[src/rtl/tff_toggle_gen.sv]
// tff_toggle_gen: debounced pushbutton to single-cycle toggle pulses with optional auto-repeat
module tff_toggle_gen #(
  parameter int DEBOUNCE      = 4,
  parameter int HOLD_DELAY    = 8,
  parameter int REPEAT_PERIOD = 4,
  parameter int CW            = 8
) (
  input  logic clk,
  input  logic reset,
  input  logic btn_in,
  input  logic rep_en,
  output logic t,
  output logic btn_db,
  output logic rep_active
);
  typedef enum logic [1:0] {IDLE, HELD, REPEAT} state_e;
  localparam logic [CW-1:0] ONE  = CW'(1);
  localparam logic [CW-1:0] DB_C = CW'(DEBOUNCE);
  localparam logic [CW-1:0] HD_C = CW'(HOLD_DELAY);
  localparam logic [CW-1:0] RP_C = CW'(REPEAT_PERIOD);
  state_e state_q, state_d;
  logic sync1_q, sync2_q, db_q, db_d, prev_q, t_q, t_d, rep_q;
  logic [CW-1:0] stab_q, stab_d, hold_q, hold_d, rpt_q, rpt_d;
  logic [CW-1:0] stab_inc, hold_inc, rpt_inc;
  // counter increments; hold saturates so a later rep_en rise re-enters REPEAT at once
  always_comb begin
    stab_inc = stab_q + ONE;
    hold_inc = (hold_q >= HD_C) ? HD_C : hold_q + ONE;
    rpt_inc  = rpt_q + ONE;
  end
  // debounce: a level differing from btn_db must persist DEBOUNCE samples to be adopted
  always_comb begin
    db_d   = (sync2_q != db_q && stab_inc == DB_C) ? sync2_q : db_q;
    stab_d = (sync2_q == db_q || stab_inc == DB_C) ? '0 : stab_inc;
  end
  // press/hold/repeat FSM; a falling debounced level pre-empts any pulse due on that edge
  always_comb begin
    state_d = state_q;
    t_d     = 1'b0;
    hold_d  = hold_q;
    rpt_d   = rpt_q;
    case (state_q)
      IDLE: begin
        hold_d = '0;
        rpt_d  = '0;
        if (db_q && !prev_q) begin
          state_d = HELD;
          t_d     = 1'b1;
        end
      end
      HELD: begin
        if (!db_d) begin
          state_d = IDLE;
          hold_d  = '0;
          rpt_d   = '0;
        end else begin
          hold_d = hold_inc;
          if (rep_en && hold_inc == HD_C) begin
            state_d = REPEAT;
            t_d     = 1'b1;
            rpt_d   = '0;
          end
        end
      end
      REPEAT: begin
        if (!db_d) begin
          state_d = IDLE;
          hold_d  = '0;
          rpt_d   = '0;
        end else if (!rep_en) begin
          state_d = HELD;
          hold_d  = HD_C;
        end else begin
          t_d   = (rpt_inc == RP_C);
          rpt_d = (rpt_inc == RP_C) ? '0 : rpt_inc;
        end
      end
      default: state_d = IDLE;
    endcase
  end
  // state registers, cleared asynchronously by reset low
  always_ff @(posedge clk or negedge reset) begin
    if (!reset) begin
      sync1_q <= 1'b0;
      sync2_q <= 1'b0;
      db_q    <= 1'b0;
      prev_q  <= 1'b0;
      stab_q  <= '0;
      hold_q  <= '0;
      rpt_q   <= '0;
      state_q <= IDLE;
      t_q     <= 1'b0;
      rep_q   <= 1'b0;
    end else begin
      sync1_q <= btn_in;
      sync2_q <= sync1_q;
      db_q    <= db_d;
      prev_q  <= db_q;
      stab_q  <= stab_d;
      hold_q  <= hold_d;
      rpt_q   <= rpt_d;
      state_q <= state_d;
      t_q     <= t_d;
      rep_q   <= (state_d == REPEAT);
    end
  end
  assign t          = t_q;
  assign btn_db     = db_q;
  assign rep_active = rep_q;
endmodule
[config.mk]
export PLATFORM = sky130hd
export DESIGN_NAME = tff_toggle_gen
export DESIGN_NICKNAME = d
export VERILOG_FILES = /design/src/rtl/tff_toggle_gen.sv
export SDC_FILE = /design/constraint.sdc
export NUM_CORES = 1
export LEC_CHECK = 0
export ABC_AREA = 1
export CORE_UTILIZATION = 30
export CTS_CLUSTER_DIAMETER = 200
export DETAILED_ROUTE_END_ITERATION = 10
export SLEW_MARGIN = 20
export SYNTH_ARGS = -nofsm -noshare
export SYNTH_HDL_FRONTEND = slang
export SYNTH_SLANG_ARGS = --single-unit
[constraint.sdc]
create_clock -name clk -period 4.5 [get_ports clk]
set_input_delay 0.9 -clock clk [delete_from_list [all_inputs] [get_ports clk]]
set_output_delay 0.9 -clock clk [all_outputs]
set_load 0.005 [all_outputs]
==> impl_metrics.env <==
export IMPL_outcome="completed"
export IMPL_syn_area_mm2=0.001977
export IMPL_grtUsageTotal=0.1201
export IMPL_finalMaxSlewViolations=0
export IMPL_clockRootBuffer="clkbuf_8"
export IMPL_drv_cap=0
export IMPL_postLayoutCoreUtil=0.3547
export IMPL_pin_count=7
export IMPL_ys_top_cells_by_area="dfrtp_1 41%, nand2_1 13%, nor2_1 7.6%"
export IMPL_drc_errors=0
export IMPL_clk_latency_ns=0.29
export IMPL_overflow=0
export IMPL_antenna_found_initial=0
export IMPL_first_global_vias=1539
export IMPL_rsz0062_at_grt="no"
export IMPL_cts_sinks=32
export IMPL_power_density_mw_per_mm2=384.0
export IMPL_cp_common_cell="nand2_1"
export IMPL_clk_pin_slew_worst_paths_ns=0.08
export IMPL_yosysMostFrequentCell="nand2_1"
export IMPL_worstPathRequired_ns=4.68
export IMPL_slew_headroom=0.6328
export IMPL_start_kind="input pin"
export IMPL_endpoint_kind="register"
export IMPL_place_gp_congestion=0.8256
export IMPL_ff_latch_area_um2=800.8
export IMPL_async_flop_share=1.000
export IMPL_comb_power_share=0.286
export IMPL_fill_cells=651
export IMPL_net_switching_power_w=0.0002995
export IMPL_critPathTopFamily="buffers and inverters"
export IMPL_finalCritPeriodShare=0.4728
export IMPL_fin_ws_ns=2.372
export IMPL_firstDrtPassIters=6
export IMPL_critPathSlowestCell="clkdlybuf4s50_1"
export IMPL_cts_buffers=5
export IMPL_ir_drop_v=0.0002319
export IMPL_crit_fanout=9
export IMPL_rows=29
export IMPL_drt_iter0_markers=82
export IMPL_grtUsageMet2=0.1930
export IMPL_cts_tree="built"
export IMPL_drive_above_1_share=0.1304
export IMPL_yosysWarnings=0
export IMPL_cts_max_level=2
export IMPL_p_seq_frac=0.394
export IMPL_ys_types=28
export IMPL_swShare=0.3463
export IMPL_syn_nets=275
export IMPL_multi_input_comb_area_mm2=0.001017
export IMPL_crit_chain="clkdlybuf4s50_1, inv_1, nor2_1, nand2_1, inv_1, nor2_1, nand3_1, nand2_1, inv_2, nand2_4, nand2_1, nand2_1"
export IMPL_fin_setup_tns_ns=0
export IMPL_report_final_hold_viol_count=0
export IMPL_n_antenna_cell=0
export IMPL_grt_met1_usage=0.1562
export IMPL_synth_top_area_share=0.4051
export IMPL_busiest_layer="met2"
export IMPL_cp_slowest_stage_delay_ns=0.50
export IMPL_post_cts_resized=0
export IMPL_dieArea_mm2=0.006918
export IMPL_clock_power_share=0.319
export IMPL_skew_ns=0.008961
export IMPL_syn_instance_count=261
export IMPL_start_util=0.3113
export IMPL_die_h_um=83.18
export IMPL_grt_start_max_net_pins=33
export IMPL_worst_pin_slew_ns=0.5472
export IMPL_fmax_mhz=470.0
export IMPL_postRouteAntennaNets=0
export IMPL_vias_per_cell=4.374
export IMPL_hold_class="reg -> reg"
export IMPL_yosysSeqAreaShare=0.4051
export IMPL_ys_top_cells_by_count="70 x nand2_1, 40 x nor2_1, 39 x inv_1, 32 x dfrtp_1, 19 x nand3_1"
export IMPL_wl_per_cell_um=10.25
export IMPL_ctsLongestPathBuffers=2
export IMPL_final_setup_viol_count=0
export IMPL_p_total_w=0.0008649
export IMPL_synth_edf_count=0
export IMPL_met3_usage=0.03082
export IMPL_grt_pass1_wl_um=6789
export IMPL_yosysTopAreaCell="dfrtp_1"
export IMPL_wl_um=3619
export IMPL_period_needed_ns=2.128
export IMPL_synthFlopType="dfrtp_1"
export IMPL_p_int_w=0.0005654
export IMPL_worstSetupPathType="in -> reg"
export IMPL_cellLeakagePower_nw=1.077
export IMPL_die_w_um=83.18
export IMPL_syn_to_final_growth_pct=13.92
export IMPL_vias=1544
export IMPL_io_buffers=6
export IMPL_crit_buf_inv=4
export IMPL_crit_arrival_ns=2.30
export IMPL_hold_buffers=0
export IMPL_ys_ff_latch=32
export IMPL_coreArea_mm2=0.006350
export IMPL_synth_avg_cell_area_um2=7.574
export IMPL_finalNetCount=289
export IMPL_place_detailed_hpwl_um=2655
export IMPL_dp_worst_setup_slack_ns=2.079
export IMPL_postCtsSetupBuffers=0
-- path summary, 6_finish.rpt --
check	endpoint	start	depth (start not counted)	slack, ns
min in group asynchronous	stab_q[0]$_DFF_PN0_	reset	2	1.01
worst min-delay path	sync2_q$_DFF_PN0_	sync1_q$_DFF_PN0_	0	0.36
worst max register to register	rpt_q[0]$_DFFE_PN0P_	stab_q[0]$_DFF_PN0_	13	2.47
worst min register to register	sync2_q$_DFF_PN0_	sync1_q$_DFF_PN0_	0	0.36
worst max-delay path	rpt_q[0]$_DFFE_PN0P_	rep_en	12	2.37
max in group asynchronous	rpt_q[2]$_DFFE_PN0P_	reset	2	3.19
-- final cells by class --
type                            count  area share
Tap cell                           77     0.04278
Multi-Input combinational cell    188      0.4517
Clock inverter                      3     0.01889
Timing Repair Buffer                7     0.03000
Inverter                           41     0.07056
Clock buffer                        5     0.03056
Sequential cell                    32      0.3556
-- worst reg2reg max path, delay by kind of cell, from the launching register on --
kind | cells | cell delay, ns
adders and majority gates | 1 | 0.26
buffers and inverters | 1 | 0.15
DFF | 1 | 0.41
and+or+nand+nor | 11 | 1.10
-- cell families after synthesis --
family          count (synthesis)  synth area share
simple gates                  162            0.3968
buf+inv                        41           0.08038
flops                          32            0.4051
compound gates                 12           0.03670
fa+ha+maj                      10           0.06329
xor+xnor                        4           0.01772
-- sequential cells by signal, indices dropped and copies added (netlist names) --
register / cells
stab_q: 8
btn_db: 1
t: 1
prev_q: 1
hold_q: 8
sync2_q: 1
rep_active: 1
sync1_q: 1
rpt_q: 8
state_q: 2
-- cell usage in the layout, fill, tap and decap left out --
cell,count
xnor2_1,1
nor3_1,1
dfrtp_1,32
and2_4,1
nand2_4,4
nor2_1,40
buf_4,1
o21ai_2,1
clkdlybuf4s50_1,6
clkinvlp_4,1
nor2_4,3
nor2_2,4
o21bai_2,1
nand3_1,19
nand2_1,70
nand3_4,1
inv_6,1
nand2_2,8
clkbuf_8,5
inv_2,1
o21ai_1,1
o21ai_0,1
nand3b_1,3
xor2_1,3
o21bai_1,1
nand4_4,1
and3_1,1
nand4_1,5
inv_1,39
bufinv_16,1
nand3_2,1
a21oi_1,7
clkinv_2,1
ha_1,10
-- per-stage QoR --
stage,cells,hold WS (ns),cell area [um2]
4_1_cts,353,0.3615,2252
3_5_place_dp,345,0.3434,2141
6_report,353,0.3584,2252
5_1_grt,353,0.3704,2252
2_1_floorplan,261,0.3312,1977
3_3_place_gp,345,0.3404,2141
-- power by group through the flow --
stage	Combinational [W]	Clock [W]	Sequential, W
floorplan	0.000181	0	0.000342
global placement	0.000248	0	0.000348
detailed placement	0.000249	0	0.000348
CTS	0.000250	0.000287	0.000342
global route	0.000279	0.000299	0.000345
finish	0.000248	0.000276	0.000341
-- metal layers --
layer,vias to the layer above,wire length (um),share of wire
met2,8,1671,0.46
li1,831,-,-
met3,5,81,0.022
met4,0,58,0.016
met1,700,1809,0.50
met5,-,0,0
Note: power is estimated with default switching activity, not from simulation.
